File: config.mk
export PLATFORM = sky130hd
export DESIGN_NAME = ysyx_23060201_lsu
export DESIGN_NICKNAME = d
export VERILOG_FILES = /design/src/rtl/ysyx_23060201_lsu_pkg.sv /design/src/rtl/ysyx_23060201_lsu_align.sv /design/src/rtl/ysyx_23060201_lsu.sv
export SDC_FILE = /design/constraint.sdc
export NUM_CORES = 1
export LEC_CHECK = 0
export BUFFER_PORTS_ARGS = -buffer_cell sky130_fd_sc_hd__buf_2
export CORE_MARGIN = 1
export CORE_UTILIZATION = 43
export DETAILED_ROUTE_END_ITERATION = 6
export PLACE_DENSITY = 0.86
export SLEW_MARGIN = 10
export SYNTH_ARGS = -nofsm -noshare
export SYNTH_HDL_FRONTEND = slang
export SYNTH_SLANG_ARGS = --single-unit
export TNS_END_PERCENT = 100
File: constraint.sdc
create_clock -name clk -period 2.19 [get_ports clk]
set_input_delay 0.438 -clock clk [delete_from_list [all_inputs] [get_ports clk]]
set_output_delay 0.438 -clock clk [all_outputs]
set_load 0.005 [all_outputs]
File: src/rtl/ysyx_23060201_lsu_pkg.sv
// Shared definitions for the load/store unit: width codes, FSM states,
// byte-mask constants and the alignment rule.
package ysyx_23060201_lsu_pkg;

  // RV32 funct3 width/sign codes
  localparam logic [2:0] LSU_B  = 3'b000;
  localparam logic [2:0] LSU_H  = 3'b001;
  localparam logic [2:0] LSU_W  = 3'b010;
  localparam logic [2:0] LSU_BU = 3'b100;
  localparam logic [2:0] LSU_HU = 3'b101;

  // Unshifted 4-lane byte masks
  localparam logic [3:0] MASK_B = 4'b0001;
  localparam logic [3:0] MASK_H = 4'b0011;
  localparam logic [3:0] MASK_W = 4'b1111;

  typedef enum logic [1:0] {
    ST_IDLE   = 2'd0,
    ST_REQ    = 2'd1,
    ST_WAIT_R = 2'd2,
    ST_RESP   = 2'd3
  } lsu_state_e;

  // Halfwords need an even address, words (and undefined codes) a
  // 4-byte aligned one; bytes are always aligned.
  function automatic logic lsu_misaligned(input logic [2:0] funct3,
                                          input logic [1:0] off);
    logic mis;
    case (funct3)
      LSU_B, LSU_BU: mis = 1'b0;
      LSU_H, LSU_HU: mis = off[0];
      default:       mis = (off != 2'b00);
    endcase
    return mis;
  endfunction

endpackage

File: src/rtl/ysyx_23060201_lsu_align.sv
// Combinational lane logic: store data shift and byte mask generation,
// load word extract with sign/zero extension.
module ysyx_23060201_lsu_align
  import ysyx_23060201_lsu_pkg::*;
#(
  parameter int DATA_WIDTH = 32
) (
  input  logic [2:0]            funct3,
  input  logic [1:0]            off,
  input  logic [DATA_WIDTH-1:0] wdata,
  input  logic [DATA_WIDTH-1:0] rdata,
  output logic [DATA_WIDTH-1:0] wdata_sh,
  output logic [7:0]            wmask,
  output logic [DATA_WIDTH-1:0] rdata_ext
);

  logic [4:0]                   shamt;
  logic [3:0]                   mask4;
  logic [DATA_WIDTH-1:0]        rdata_sh;
  logic signed [7:0]            byte_s;
  logic signed [15:0]           half_s;
  logic signed [DATA_WIDTH-1:0] byte_sx;
  logic signed [DATA_WIDTH-1:0] half_sx;

  assign shamt    = {off, 3'b000};
  assign wdata_sh = wdata << shamt;
  assign rdata_sh = rdata >> shamt;
  assign byte_s   = rdata_sh[7:0];
  assign half_s   = rdata_sh[15:0];
  assign byte_sx  = byte_s;
  assign half_sx  = half_s;
  assign wmask    = {4'b0000, mask4};

  // Byte-enable lanes for the access width, moved to the addressed lane
  always_comb begin
    mask4 = MASK_W;
    case (funct3)
      LSU_B, LSU_BU: mask4 = MASK_B << off;
      LSU_H, LSU_HU: mask4 = MASK_H << off;
      default:       mask4 = MASK_W;
    endcase
  end

  // Extract the addressed bytes from the aligned word and extend them
  always_comb begin
    rdata_ext = rdata_sh;
    case (funct3)
      LSU_B:   rdata_ext = byte_sx;
      LSU_H:   rdata_ext = half_sx;
      LSU_BU:  rdata_ext = {{(DATA_WIDTH-8){1'b0}}, rdata_sh[7:0]};
      LSU_HU:  rdata_ext = {{(DATA_WIDTH-16){1'b0}}, rdata_sh[15:0]};
      default: rdata_ext = rdata_sh;
    endcase
  end

endmodule

File: src/rtl/ysyx_23060201_lsu.sv
// Load/store unit: one memory operation at a time between EXU and WBU.
// All outputs are registered; misaligned accesses never strobe memory.
module ysyx_23060201_lsu
  import ysyx_23060201_lsu_pkg::*;
#(
  parameter int ADDR_WIDTH = 32,
  parameter int DATA_WIDTH = 32
) (
  input  logic                  clk,
  input  logic                  rst,
  input  logic                  in_valid,
  output logic                  in_ready,
  input  logic                  in_is_store,
  input  logic [2:0]            in_funct3,
  input  logic [ADDR_WIDTH-1:0] in_addr,
  input  logic [DATA_WIDTH-1:0] in_wdata,
  output logic                  mem_wen,
  output logic [ADDR_WIDTH-1:0] mem_waddr,
  output logic [DATA_WIDTH-1:0] mem_wdata,
  output logic [7:0]            mem_wmask,
  output logic                  mem_ren,
  output logic [ADDR_WIDTH-1:0] mem_raddr,
  input  logic                  mem_rvalid,
  input  logic [DATA_WIDTH-1:0] mem_rdata,
  output logic                  out_valid,
  input  logic                  out_ready,
  output logic [DATA_WIDTH-1:0] out_rdata,
  output logic                  out_misalign
);

  lsu_state_e            state;
  logic                  is_store_r;
  logic [2:0]            funct3_r;
  logic [1:0]            off_r;

  logic [2:0]            al_funct3;
  logic [1:0]            al_off;
  logic [DATA_WIDTH-1:0] al_wdata;
  logic [7:0]            al_wmask;
  logic [DATA_WIDTH-1:0] al_rdata;
  logic                  accept;
  logic                  mis;
  logic [ADDR_WIDTH-1:0] addr_al;

  // The store lanes are built from the live request at acceptance; the
  // load extract later uses the latched width and offset.
  assign al_funct3 = (state == ST_IDLE) ? in_funct3    : funct3_r;
  assign al_off    = (state == ST_IDLE) ? in_addr[1:0] : off_r;
  assign accept    = in_valid && in_ready;
  assign mis       = lsu_misaligned(in_funct3, in_addr[1:0]);
  assign addr_al   = {in_addr[ADDR_WIDTH-1:2], 2'b00};

  ysyx_23060201_lsu_align #(.DATA_WIDTH(DATA_WIDTH)) u_align (
    .funct3    (al_funct3),
    .off       (al_off),
    .wdata     (in_wdata),
    .rdata     (mem_rdata),
    .wdata_sh  (al_wdata),
    .wmask     (al_wmask),
    .rdata_ext (al_rdata)
  );

  // Request/response FSM with registered memory and WBU side outputs
  always_ff @(posedge clk) begin
    if (rst) begin
      state        <= ST_IDLE;
      in_ready     <= 1'b1;
      is_store_r   <= 1'b0;
      funct3_r     <= 3'b000;
      off_r        <= 2'b00;
      mem_wen      <= 1'b0;
      mem_ren      <= 1'b0;
      mem_waddr    <= '0;
      mem_raddr    <= '0;
      mem_wdata    <= '0;
      mem_wmask    <= 8'h00;
      out_valid    <= 1'b0;
      out_rdata    <= '0;
      out_misalign <= 1'b0;
    end else begin
      mem_wen <= 1'b0;
      mem_ren <= 1'b0;
      case (state)
        ST_IDLE: begin
          if (accept) begin
            in_ready   <= 1'b0;
            is_store_r <= in_is_store;
            funct3_r   <= in_funct3;
            off_r      <= in_addr[1:0];
            mem_waddr  <= addr_al;
            mem_raddr  <= addr_al;
            if (mis) begin
              state        <= ST_RESP;
              out_valid    <= 1'b1;
              out_misalign <= 1'b1;
              out_rdata    <= '0;
            end else begin
              state        <= ST_REQ;
              out_misalign <= 1'b0;
              if (in_is_store) begin
                mem_wen   <= 1'b1;
                mem_wdata <= al_wdata;
                mem_wmask <= al_wmask;
              end else begin
                mem_ren <= 1'b1;
              end
            end
          end
        end
        ST_REQ: begin
          if (is_store_r) begin
            state     <= ST_RESP;
            out_valid <= 1'b1;
            out_rdata <= '0;
          end else begin
            state <= ST_WAIT_R;
          end
        end
        ST_WAIT_R: begin
          if (mem_rvalid) begin
            state     <= ST_RESP;
            out_valid <= 1'b1;
            out_rdata <= al_rdata;
          end
        end
        ST_RESP: begin
          if (out_ready) begin
            state     <= ST_IDLE;
            out_valid <= 1'b0;
            in_ready  <= 1'b1;
          end
        end
        default: state <= ST_IDLE;
      endcase
    end
  end

endmodule

==> out/metrics.cfg <==
[sta]
hold_violations = 0
period_share_pct = 96.2
tightest_slew_ps = 520
layout_setup_ws_ps = 82.3
slew-limit-headroom_pct = 65.4
fin_worst_skew_ps = 12.8
finalCriticalPeriod_ps = 2110
fmax_mhz = 474
setup_viol = 0
grt_setup_unrepaired = true
fin_tns_setup_ps = 0
slew_violations = 0
holdWs_ps = 307

[cells_and_area]
fillers = 1055
diodes = 0
stdcell_count = 1038
area_growth_pct = 31.1
num-nets-final = 995
drive_above_1_share_pct = 35.1

[die]
die_h_um = 113
start_util_pct = 44.2
ioPinCount = 246
die_width_um = 113
dieArea_mm2 = 0.0128
num_rows = 40
core_mm2 = 0.0120

[placed_design]
place_ws_ps = -113
hpwlAfterDp_um = 11700
place.gp.congestion = 0.911
placed_cells = 1018
portBuffers = 237

[power]
power_density_mw_per_mm2 = 1160
peakVddDrop_mv = 0.594
power_leakage_nw = 3.38
power_w = 0.00808

[worst_setup_path]
startpoint = state[0]
critPathLaunchType = flip-flop
path_class = reg -> reg
crit_required_ps = 2490
ff2ff_setup_slack_ps = 80
path_max_fanout = 16
cp-end-kind = flip-flop
cp.arrival_ps = 2400
r2r_cells = 10
timing.rr.start = state[0]
reg2reg_to = out_rdata[31]
critPathCapture = out_rdata[31]

[drt]
drtPass1Iterations = 5
totalWireLength_um = 16400
wl_per_cell_um = 15.8
vias = 5637
avgViaCountPerCell = 5.43
antenna_left = 0
drc_errors = 0
drtIter0Drc = 365

[yosys]
synth_seq_cells = 111
synth_ff_type = dfxtp_1
synthArstFlopShare_pct = 0
ys_warn_count = 0
synth_edf_count = 0
synth_cells = 684
synth.distinct_cells = 53
synth_seq_area_share_pct = 41.8
syn-cell-area_mm2 = 0.00531
synth.avg_cell_area_um2 = 7.76

[clock_network]
clk_pin_slew_ps = 70
cts_tree = done
cts.htree.levels = 3
cts.sinks = 111
clock_path_buffers = 2
cts_root_buffer = clkbuf_16
cts_buffers = 9
insertion_delay_ps = 360

[min_path]
worst_hold_path_type = in -> reg

[global_route]
grt_pass1_wl_um = 25400
overflow = 0
grt_usage_pct = 25.2
grt_max_degree = 50
grt_pass1_vias = 4989
antenna_found_initial = 0

[job]
max_cap_violations = 0

[status]
status = complete, no violations

==> metrics by stage <==
| step | area [um2] | utilization (%) |
|---|---|---|
| CTS | 6880 | 57.3 |
| global route | 6960 | 58.0 |
| global placement | 6480 | 54.0 |
| floorplan | 5340 | - |
| finish | 6960 | 58.0 |
| detailed placement | 6480 | 54.0 |
==> final cells by class <==
type / instances / area, um2 / area share (%)
multi-input combinational: 488 / 2700 / 38.8
sequential: 111 / 2220 / 31.9
timing repair buffer: 271 / 1500 / 21.5
clock buffer: 12 / 267 / 3.83
tap: 147 / 184 / 2.64
clock inverter: 4 / 73.8 / 1.06
inverter: 5 / 18.8 / 0.269
==> sequential cells by signal, indices dropped and copies added (netlist names) <==
register      cells
mem_wdata        32
off_r             2
is_store_r        1
in_ready          1
mem_wen           1
funct3_r          3
state             2
mem_ren           1
mem_waddr        30
mem_wmask         4
out_rdata        32
out_valid         1
out_misalign      1
==> Yosys cell counts (5+ instances only) <==
library cell / number / area (um2)
a211oi_1: 10 / 75.1
a21oi_1: 78 / 390
a221oi_1: 8 / 70.1
a22oi_1: 9 / 67.6
a2bb2oi_1: 8 / 70.1
a32o_1: 7 / 70.1
buf_2: 8 / 40.0
buf_4: 42 / 315
clkbuf_1: 34 / 128
dfxtp_1: 111 / 2220
inv_1: 5 / 18.8
mux2i_1: 19 / 190
nand2_1: 174 / 653
nand3_1: 51 / 255
nor2_1: 31 / 116
nor3_1: 23 / 115
o21ai_0: 15 / 75.1
==> where the power goes <==
| group | switching, W | internal (W) |
|---|---|---|
| Clock | 0.000758 | 0.00110 |
| Combinational | 0.00217 | 0.00157 |
| Sequential | 0.000185 | 0.00230 |
| Total | 0.00312 | 0.00496 |
==> worst min-delay path by stage <==
| stage | start | endpoint | slack, ps | depth (start not counted) |
|---|---|---|---|---|
| after floorplan | mem_wdata[0] | mem_wdata[0] | 450 | 2 |
| after global placement | mem_wdata[7] | mem_wdata[7] | 440 | 2 |
| after detailed placement | mem_wdata[4] | mem_wdata[4] | 440 | 2 |
| after CTS | in_is_store | mem_ren | 280 | 2 |
| after global routing | in_is_store | mem_ren | 310 | 2 |
| final | in_is_store | mem_ren | 310 | 2 |
==> metal layers <==
| layer | track usage (%) | up-vias | wire length (um) |
|---|---|---|---|
| met5 | 0 | - | 0 |
| met1 | 33.3 | 2579 | 7050 |
| met3 | 6.05 | 40 | 1240 |
| li1 | - | 2722 | - |
| met4 | 9.74 | 0 | 488 |
| met2 | 39.8 | 296 | 7590 |
==> cell families after synthesis <==
family,Yosys count,share of synthesized area [%]
buffers and inverters,92,9.83
adders and majority gates,4,0.943
muxes,22,4.22
DFF,111,41.8
and+or+nand+nor,301,24.4
AOI/OAI and AO/OA,153,18.7
other,1,0.0706
==> critical path, stage by stage, from the launching register on <==
cell	delay [ps]
dfxtp_2	340
inv_1	70
buf_4	150
ha_1	200
nor2b_1	170
a311oi_4	340
buf_4	190
nand2_2	50
a2111o_1	300
buf_6	170
nand3_1	80
==> placed cells by master (no fill, tap or decap), drive strengths merged, types with 4 or more instances in the layout <==
cell / n
clkbuf: 12
dfxtp: 111
a22oi: 9
a221oi: 8
nand3: 52
mux2i: 19
buf: 270
o21ai: 17
inv: 6
a32o: 7
nand2: 175
conb: 8
a2bb2oi: 8
ha: 4
a211oi: 10
nor2: 31
nor3: 23
a21oi: 78
and2: 4
==> repair_timing <==
action | in CTS | in global routing
hold buffers | 0 | 0
setup buffers | 2 | 1
cloned | 1 | 0
pin swaps | 2 | 1
gates resized for setup | 7 | 14
setup endpoints to repair | 27 | 42
Note: power is estimated with default switching activity, not from simulation.
